### config.mk
export PLATFORM = sky130hd
export DESIGN_NAME = morse_symbol_decoder
export DESIGN_NICKNAME = d
export VERILOG_FILES = /design/src/rtl/morse_symbol_decoder.sv
export SDC_FILE = /design/constraint.sdc
export NUM_CORES = 1
export LEC_CHECK = 0
export ABC_CLOCK_PERIOD_IN_PS = 9500
export CELL_PAD_IN_SITES_DETAIL_PLACEMENT = 1
export CELL_PAD_IN_SITES_GLOBAL_PLACEMENT = 1
export CORE_ASPECT_RATIO = 0.6
export CORE_MARGIN = 8
export CORE_UTILIZATION = 54
export CTS_BUF_LIST = sky130_fd_sc_hd__clkbuf_8
export DETAILED_ROUTE_END_ITERATION = 16
export PLACE_DENSITY = 0.89
export SYNTH_ARGS = -nofsm -noshare
export SYNTH_HDL_FRONTEND = slang
export SYNTH_SLANG_ARGS = --single-unit
### constraint.sdc
create_clock -name clk -period 9.5 [get_ports clk]
set_input_delay 0.95 -clock clk [delete_from_list [all_inputs] [get_ports clk]]
set_output_delay 0.95 -clock clk [all_outputs]
set_load 0.1 [all_outputs]
### src/rtl/morse_symbol_decoder.sv
// Morse key front end: synchronise and debounce the key, classify presses as dot/dash,
// close a letter after a silent gap and hand its ASCII glyph address and slot to the text controller.
module morse_symbol_decoder #(
  parameter int DEBOUNCE_CYCLES   = 250_000,
  parameter int DOT_MAX_CYCLES    = 6_250_000,
  parameter int LETTER_GAP_CYCLES = 12_500_000,
  parameter int MAX_SYMBOLS       = 5
) (
  input  logic        clk,
  input  logic        rst_n,
  input  logic        key_in,
  output logic [2:0]  display_position,
  output logic [10:0] addr_fixed,
  output logic        char_valid,
  output logic        decode_err
);

  localparam int DW = $clog2(DEBOUNCE_CYCLES) + 1;
  localparam int PW = $clog2(DOT_MAX_CYCLES) + 1;
  localparam int GW = $clog2(LETTER_GAP_CYCLES) + 1;
  localparam logic [DW-1:0] DB_LAST   = DW'(DEBOUNCE_CYCLES - 1);
  localparam logic [PW-1:0] DOT_MAX   = PW'(DOT_MAX_CYCLES);
  localparam logic [PW-1:0] PRESS_SAT = PW'(DOT_MAX_CYCLES + 1);
  localparam logic [GW-1:0] GAP_LIM   = GW'(LETTER_GAP_CYCLES);
  localparam logic [2:0]    LEN_MAX   = 3'(MAX_SYMBOLS);

  typedef enum logic [1:0] {IDLE, PRESS, GAP, EMIT} state_t;

  state_t                 state_q, state_d;
  logic [1:0]             sync_q, sync_d;
  logic                   key_db_q, key_db_d;
  logic [DW-1:0]          db_cnt_q, db_cnt_d;
  logic [PW-1:0]          press_cnt_q, press_cnt_d;
  logic [GW-1:0]          gap_cnt_q, gap_cnt_d;
  logic [MAX_SYMBOLS-1:0] pattern_q, pattern_d;
  logic [2:0]             len_q, len_d;
  logic                   ovf_q, ovf_d;
  logic [10:0]            addr_q, addr_d;
  logic [2:0]             pos_q, pos_d;
  logic [2:0]             slot_q, slot_d;
  logic                   err_q, err_d;

  logic          sym_done, sym_bit, gap_expire;
  logic [GW-1:0] gap_next;
  logic [4:0]    pat5;
  logic [6:0]    lut_ascii;
  logic          lut_err;

  assign sym_done   = (state_q == PRESS) && !key_db_q;
  assign sym_bit    = (press_cnt_q > DOT_MAX);
  assign gap_next   = gap_cnt_q + 1'b1;
  assign gap_expire = (state_q == GAP) && (gap_next == GAP_LIM);

  always_comb begin
    sync_d   = {sync_q[0], key_in};
    key_db_d = key_db_q;
    db_cnt_d = '0;
    if (sync_q[1] != key_db_q) begin
      if (db_cnt_q == DB_LAST) key_db_d = sync_q[1];
      else db_cnt_d = db_cnt_q + 1'b1;
    end
  end

  // Closing the letter wins over a press that lands on the final gap cycle.
  always_comb begin
    state_d = state_q;
    case (state_q)
      IDLE:    if (key_db_q) state_d = PRESS;
      PRESS:   if (!key_db_q) state_d = GAP;
      GAP:     if (gap_expire) state_d = EMIT;
               else if (key_db_q) state_d = PRESS;
      EMIT:    state_d = key_db_q ? PRESS : IDLE;
      default: state_d = IDLE;
    endcase
  end

  always_comb begin
    press_cnt_d = press_cnt_q;
    gap_cnt_d   = gap_cnt_q;
    pattern_d   = pattern_q;
    len_d       = len_q;
    ovf_d       = ovf_q;
    addr_d      = addr_q;
    pos_d       = pos_q;
    slot_d      = slot_q;
    err_d       = err_q;
    if ((state_d == PRESS) && (state_q != PRESS)) press_cnt_d = PW'(1);
    else if ((state_q == PRESS) && key_db_q && (press_cnt_q != PRESS_SAT))
      press_cnt_d = press_cnt_q + 1'b1;
    if (sym_done) gap_cnt_d = GW'(1);
    else if (state_q == GAP) gap_cnt_d = gap_next;
    if (gap_expire) begin
      addr_d    = {lut_ascii, 4'b0000};
      err_d     = lut_err;
      pos_d     = slot_q;
      slot_d    = slot_q + 3'd1;
      pattern_d = '0;
      len_d     = '0;
      ovf_d     = 1'b0;
    end else if (sym_done) begin
      if (len_q == LEN_MAX) ovf_d = 1'b1;
      else begin
        pattern_d = {pattern_q[MAX_SYMBOLS-2:0], sym_bit};
        len_d     = len_q + 3'd1;
      end
    end
  end

  // Key is {len, pattern}; the first symbol sits at bit len-1, dash = 1.
  always_comb begin
    pat5      = 5'(pattern_q);
    lut_ascii = 7'h3F;
    lut_err   = 1'b0;
    case ({len_q, pat5})
      8'b001_00000: lut_ascii = 7'h45;
      8'b001_00001: lut_ascii = 7'h54;
      8'b010_00000: lut_ascii = 7'h49;
      8'b010_00001: lut_ascii = 7'h41;
      8'b010_00010: lut_ascii = 7'h4E;
      8'b010_00011: lut_ascii = 7'h4D;
      8'b011_00000: lut_ascii = 7'h53;
      8'b011_00001: lut_ascii = 7'h55;
      8'b011_00010: lut_ascii = 7'h52;
      8'b011_00011: lut_ascii = 7'h57;
      8'b011_00100: lut_ascii = 7'h44;
      8'b011_00101: lut_ascii = 7'h4B;
      8'b011_00110: lut_ascii = 7'h47;
      8'b011_00111: lut_ascii = 7'h4F;
      8'b100_00000: lut_ascii = 7'h48;
      8'b100_00001: lut_ascii = 7'h56;
      8'b100_00010: lut_ascii = 7'h46;
      8'b100_00100: lut_ascii = 7'h4C;
      8'b100_00110: lut_ascii = 7'h50;
      8'b100_00111: lut_ascii = 7'h4A;
      8'b100_01000: lut_ascii = 7'h42;
      8'b100_01001: lut_ascii = 7'h58;
      8'b100_01010: lut_ascii = 7'h43;
      8'b100_01011: lut_ascii = 7'h59;
      8'b100_01100: lut_ascii = 7'h5A;
      8'b100_01101: lut_ascii = 7'h51;
      8'b101_01111: lut_ascii = 7'h31;
      8'b101_00111: lut_ascii = 7'h32;
      8'b101_00011: lut_ascii = 7'h33;
      8'b101_00001: lut_ascii = 7'h34;
      8'b101_00000: lut_ascii = 7'h35;
      8'b101_10000: lut_ascii = 7'h36;
      8'b101_11000: lut_ascii = 7'h37;
      8'b101_11100: lut_ascii = 7'h38;
      8'b101_11110: lut_ascii = 7'h39;
      8'b101_11111: lut_ascii = 7'h30;
      default:      lut_err   = 1'b1;
    endcase
    if (ovf_q) begin
      lut_ascii = 7'h3F;
      lut_err   = 1'b1;
    end
  end

  always_comb begin
    char_valid = (state_q == EMIT);
    decode_err = (state_q == EMIT) && err_q;
  end

  assign addr_fixed       = addr_q;
  assign display_position = pos_q;

  always_ff @(posedge clk or negedge rst_n) begin
    if (!rst_n) begin
      state_q     <= IDLE;
      sync_q      <= '0;
      key_db_q    <= 1'b0;
      db_cnt_q    <= '0;
      press_cnt_q <= '0;
      gap_cnt_q   <= '0;
      pattern_q   <= '0;
      len_q       <= '0;
      ovf_q       <= 1'b0;
      addr_q      <= '0;
      pos_q       <= '0;
      slot_q      <= '0;
      err_q       <= 1'b0;
    end else begin
      state_q     <= state_d;
      sync_q      <= sync_d;
      key_db_q    <= key_db_d;
      db_cnt_q    <= db_cnt_d;
      press_cnt_q <= press_cnt_d;
      gap_cnt_q   <= gap_cnt_d;
      pattern_q   <= pattern_d;
      len_q       <= len_d;
      ovf_q       <= ovf_d;
      addr_q      <= addr_d;
      pos_q       <= pos_d;
      slot_q      <= slot_d;
      err_q       <= err_d;
    end
  end

endmodule
==> reports/metrics.cfg <==
[run_status]
status = finished, final reports clean

[pwr]
power_mw = 0.739
p_sw_mw = 0.170
clkPwrFrac_pct = 41.8
vdd_ir_drop_max_uv = 78.9
switching_share_pct = 23.0
internal_power_mw = 0.569
power_frac_seq_pct = 55.6
power_density_nw_per_um2 = 117
power.leakage_nw = 2.63
combPwrFrac_pct = 2.6

[synth]
synth_seq_cells = 96
synth_edf_count = 0
synth-async-reset-ratio_pct = 100
avgSynthCellArea_um2 = 8.95
netlist_area_um2 = 5980
synth_flop_cell = dfrtp_1
ys_top_cells_by_area = dfrtp_1, xnor2_1, nand2_1
synth_cell_types = 80
synth_top_cell_area_share_pct = 40.2
syn_inst = 668
yosysSeqAreaShare_pct = 40.2
yosysTopAreaCell = dfrtp_1
yosys_warnings = 0

[clock_network]
clock_path_buffers = 2
hold_buffers = 0
cts_resized = 0
clk_pin_slew_worst_paths_ps = 100
numCtsBuffers = 9
cts_tree = done
clk_latency_ps = 380
cts.sinks = 96
cts_root_buffer = clkbuf_8
cts_htree_levels = 3
post_cts_buffers = 0

[grt]
antenna_found_initial = 0
grt_pass1_wl_mm = 26.8
grtUsageTotal_pct = 21.5
grt_pass1_vias = 5176
grt_max_degree = 67
grt-ovfl-total = 0

[floorplan]
io_pins = 19
initial_utilization_pct = 56.0
dieArea_um2 = 14800
fp-row-count = 29
die_y_um = 97.5
coreArea_um2 = 10700
die_w_um = 152

[placed_design]
dpl.hpwl_mm = 10.9
port_buffers = 14
globalplace.congestion = 0.904
dpl.cell_count = 787

[setup_path]
cp-start-kind = flip-flop
path_cells = ha_1 > and4_1 > and3_4 > or3b_1 > a22oi_1 > nand2_1 > or4b_4 > mux2_4
arrival_ps = 3520
crit_fanout = 15
cpPeakStageDelay_ps = 700
r2r_slack_ps = 6250
crit_required_ps = 9770
cp_slowest_cell = or4b_4
crit_type = flip-flop to flip-flop
endpoint_kind = flip-flop

[worst_hold_path]
hp-class = flip-flop to flip-flop

[sta]
min_period_over_period_pct = 34.3
hold_viol_final = 0
fmax_mhz = 307
worstMarginPinSlew_ps = 1000
finClkSkew_ps = 10.2
fin_setup_tns_ps = 0
setup_viol = 0
timing.hold.ws_ps = 405
grt_setup_unrepaired = no
relSlewSlack_pct = 32.1
fin_crit_ps = 3250
slew_viol_final = 0

[flow_run]
drv_cap = 0

[cells_and_area]
fill_cells = 1270
syn_to_final_growth_pct = 5.90
mostFrequentLayoutCell = dfrtp_1
drive_gt1_share_pct = 8.58
nNetsFinal = 671
final_cell_mix = dfrtp_1, nand2_1, nor2_1, o21ai_0, a21oi_1
utilization_pct = 59.3
num_antenna_cells = 0
fin_cells = 803

[route]
wl_mm = 15.5
vias = 5089
viasPerCell = 6.34
drc_errors = 0
wl_per_cell_um = 19.4
drt_first_iter_violations = 388
drt-pass1-iter-count = 4
ant_nets = 0

-- area by class of cell --
cell class | count | area [um2] | area share [%]
flip-flops and latches | 96 | 2400 | 38.0
repair buffers | 20 | 183 | 2.89
inverters | 18 | 67.6 | 1.07
clock inverters | 6 | 90.1 | 1.42
clock buffers | 10 | 138 | 2.17
multi-input cells | 514 | 3280 | 51.7
well taps | 139 | 174 | 2.75
-- Yosys cell counts, types with 3 or more instances --
master and count:
buf_1 4, o32a_1 4, a22oi_1 4, nor3_1 16, nand2b_1 11, nor2b_1 8
nor2_1 54, nor4_1 4, dfrtp_1 96, inv_1 18, buf_6 4, nand3_1 36
a21oi_1 38, buf_4 6, mux2_2 6, xnor2_1 34, nand2_1 60, nand4_1 21
nand3b_1 4, ha_1 9, o22ai_1 7, nor4b_1 4, clkbuf_1 25, or3_1 9
mux2_4 6, a31oi_1 4, and4_1 4, and3_1 10, a21o_1 3, a21boi_0 3
o21ai_0 43, xor2_1 18, and2_1 26, o31ai_1 8, mux2i_1 3
-- sequential cells by signal, summed over array words and instances, names as in the netlist --
name	flops
gap_cnt_q	25
press_cnt_q	24
db_cnt_q	19
addr_fixed	7
pat5	5
display_position	3
len_q	3
slot_q	3
state_q	2
sync_q	2
err_q	1
key_db_q	1
ovf_q	1
-- path summary, 6_finish.rpt --
| kind | from | cells past startpoint | end |
|---|---|---|---|
| max | gap_cnt_q[0] | 8 | slot_q[1] |
| min | sync_q[0] | 0 | sync_q[1] |
| max reg2reg | gap_cnt_q[0] | 8 | slot_q[1] |
| min reg2reg | sync_q[0] | 0 | sync_q[1] |
| max in group asynchronous | rst_n | 2 | gap_cnt_q[15] |
| min in group asynchronous | rst_n | 1 | db_cnt_q[1] |
-- power by group through the flow --
stage | clock network, mW | logic, mW | registers, mW
2_1_floorplan | 0 | 0.0108 | 0.419
3_3_place_gp | 0 | 0.0194 | 0.419
3_5_place_dp | 0 | 0.0200 | 0.419
4_1_cts | 0.318 | 0.0199 | 0.411
5_1_grt | 0.331 | 0.0217 | 0.411
6_report | 0.309 | 0.0192 | 0.411
-- stage by stage --
stage	worst slack (ps)	area (um2)
floorplan	6460	5990
global placement	6470	6100
CTS	6260	6330
global route	6060	6330
detailed placement	6330	6100
finish	6250	6330
-- critical path: cells and delay by family (launching register included) --
family / cells / cell delay (ps)
AOI/OAI and AO/OA: 1 / 290
and+or+nand+nor: 5 / 1730
adders and majority gates: 1 / 310
DFF: 1 / 480
muxes: 1 / 340
-- per-layer routing --
| layer | vias up | wire [um] | GRT usage (%) |
|---|---|---|---|
| met5 | - | 0 | 0 |
| met4 | 0 | 172 | 5.00 |
| met3 | 20 | 812 | 4.42 |
| met2 | 129 | 6860 | 33.0 |
| met1 | 2582 | 7700 | 30.3 |
| li1 | 2358 | - | - |
-- cells by family after synthesis --
family          share of synthesized area, %
compound gates                          14.9
xor+xnor                                7.62
fa+ha+maj                               1.88
buf+inv                                 5.19
flops                                   40.2
mux                                     3.14
other cells                           0.0627
simple gates                            27.0
No activity file was read; power rests on OpenSTA's default activity.
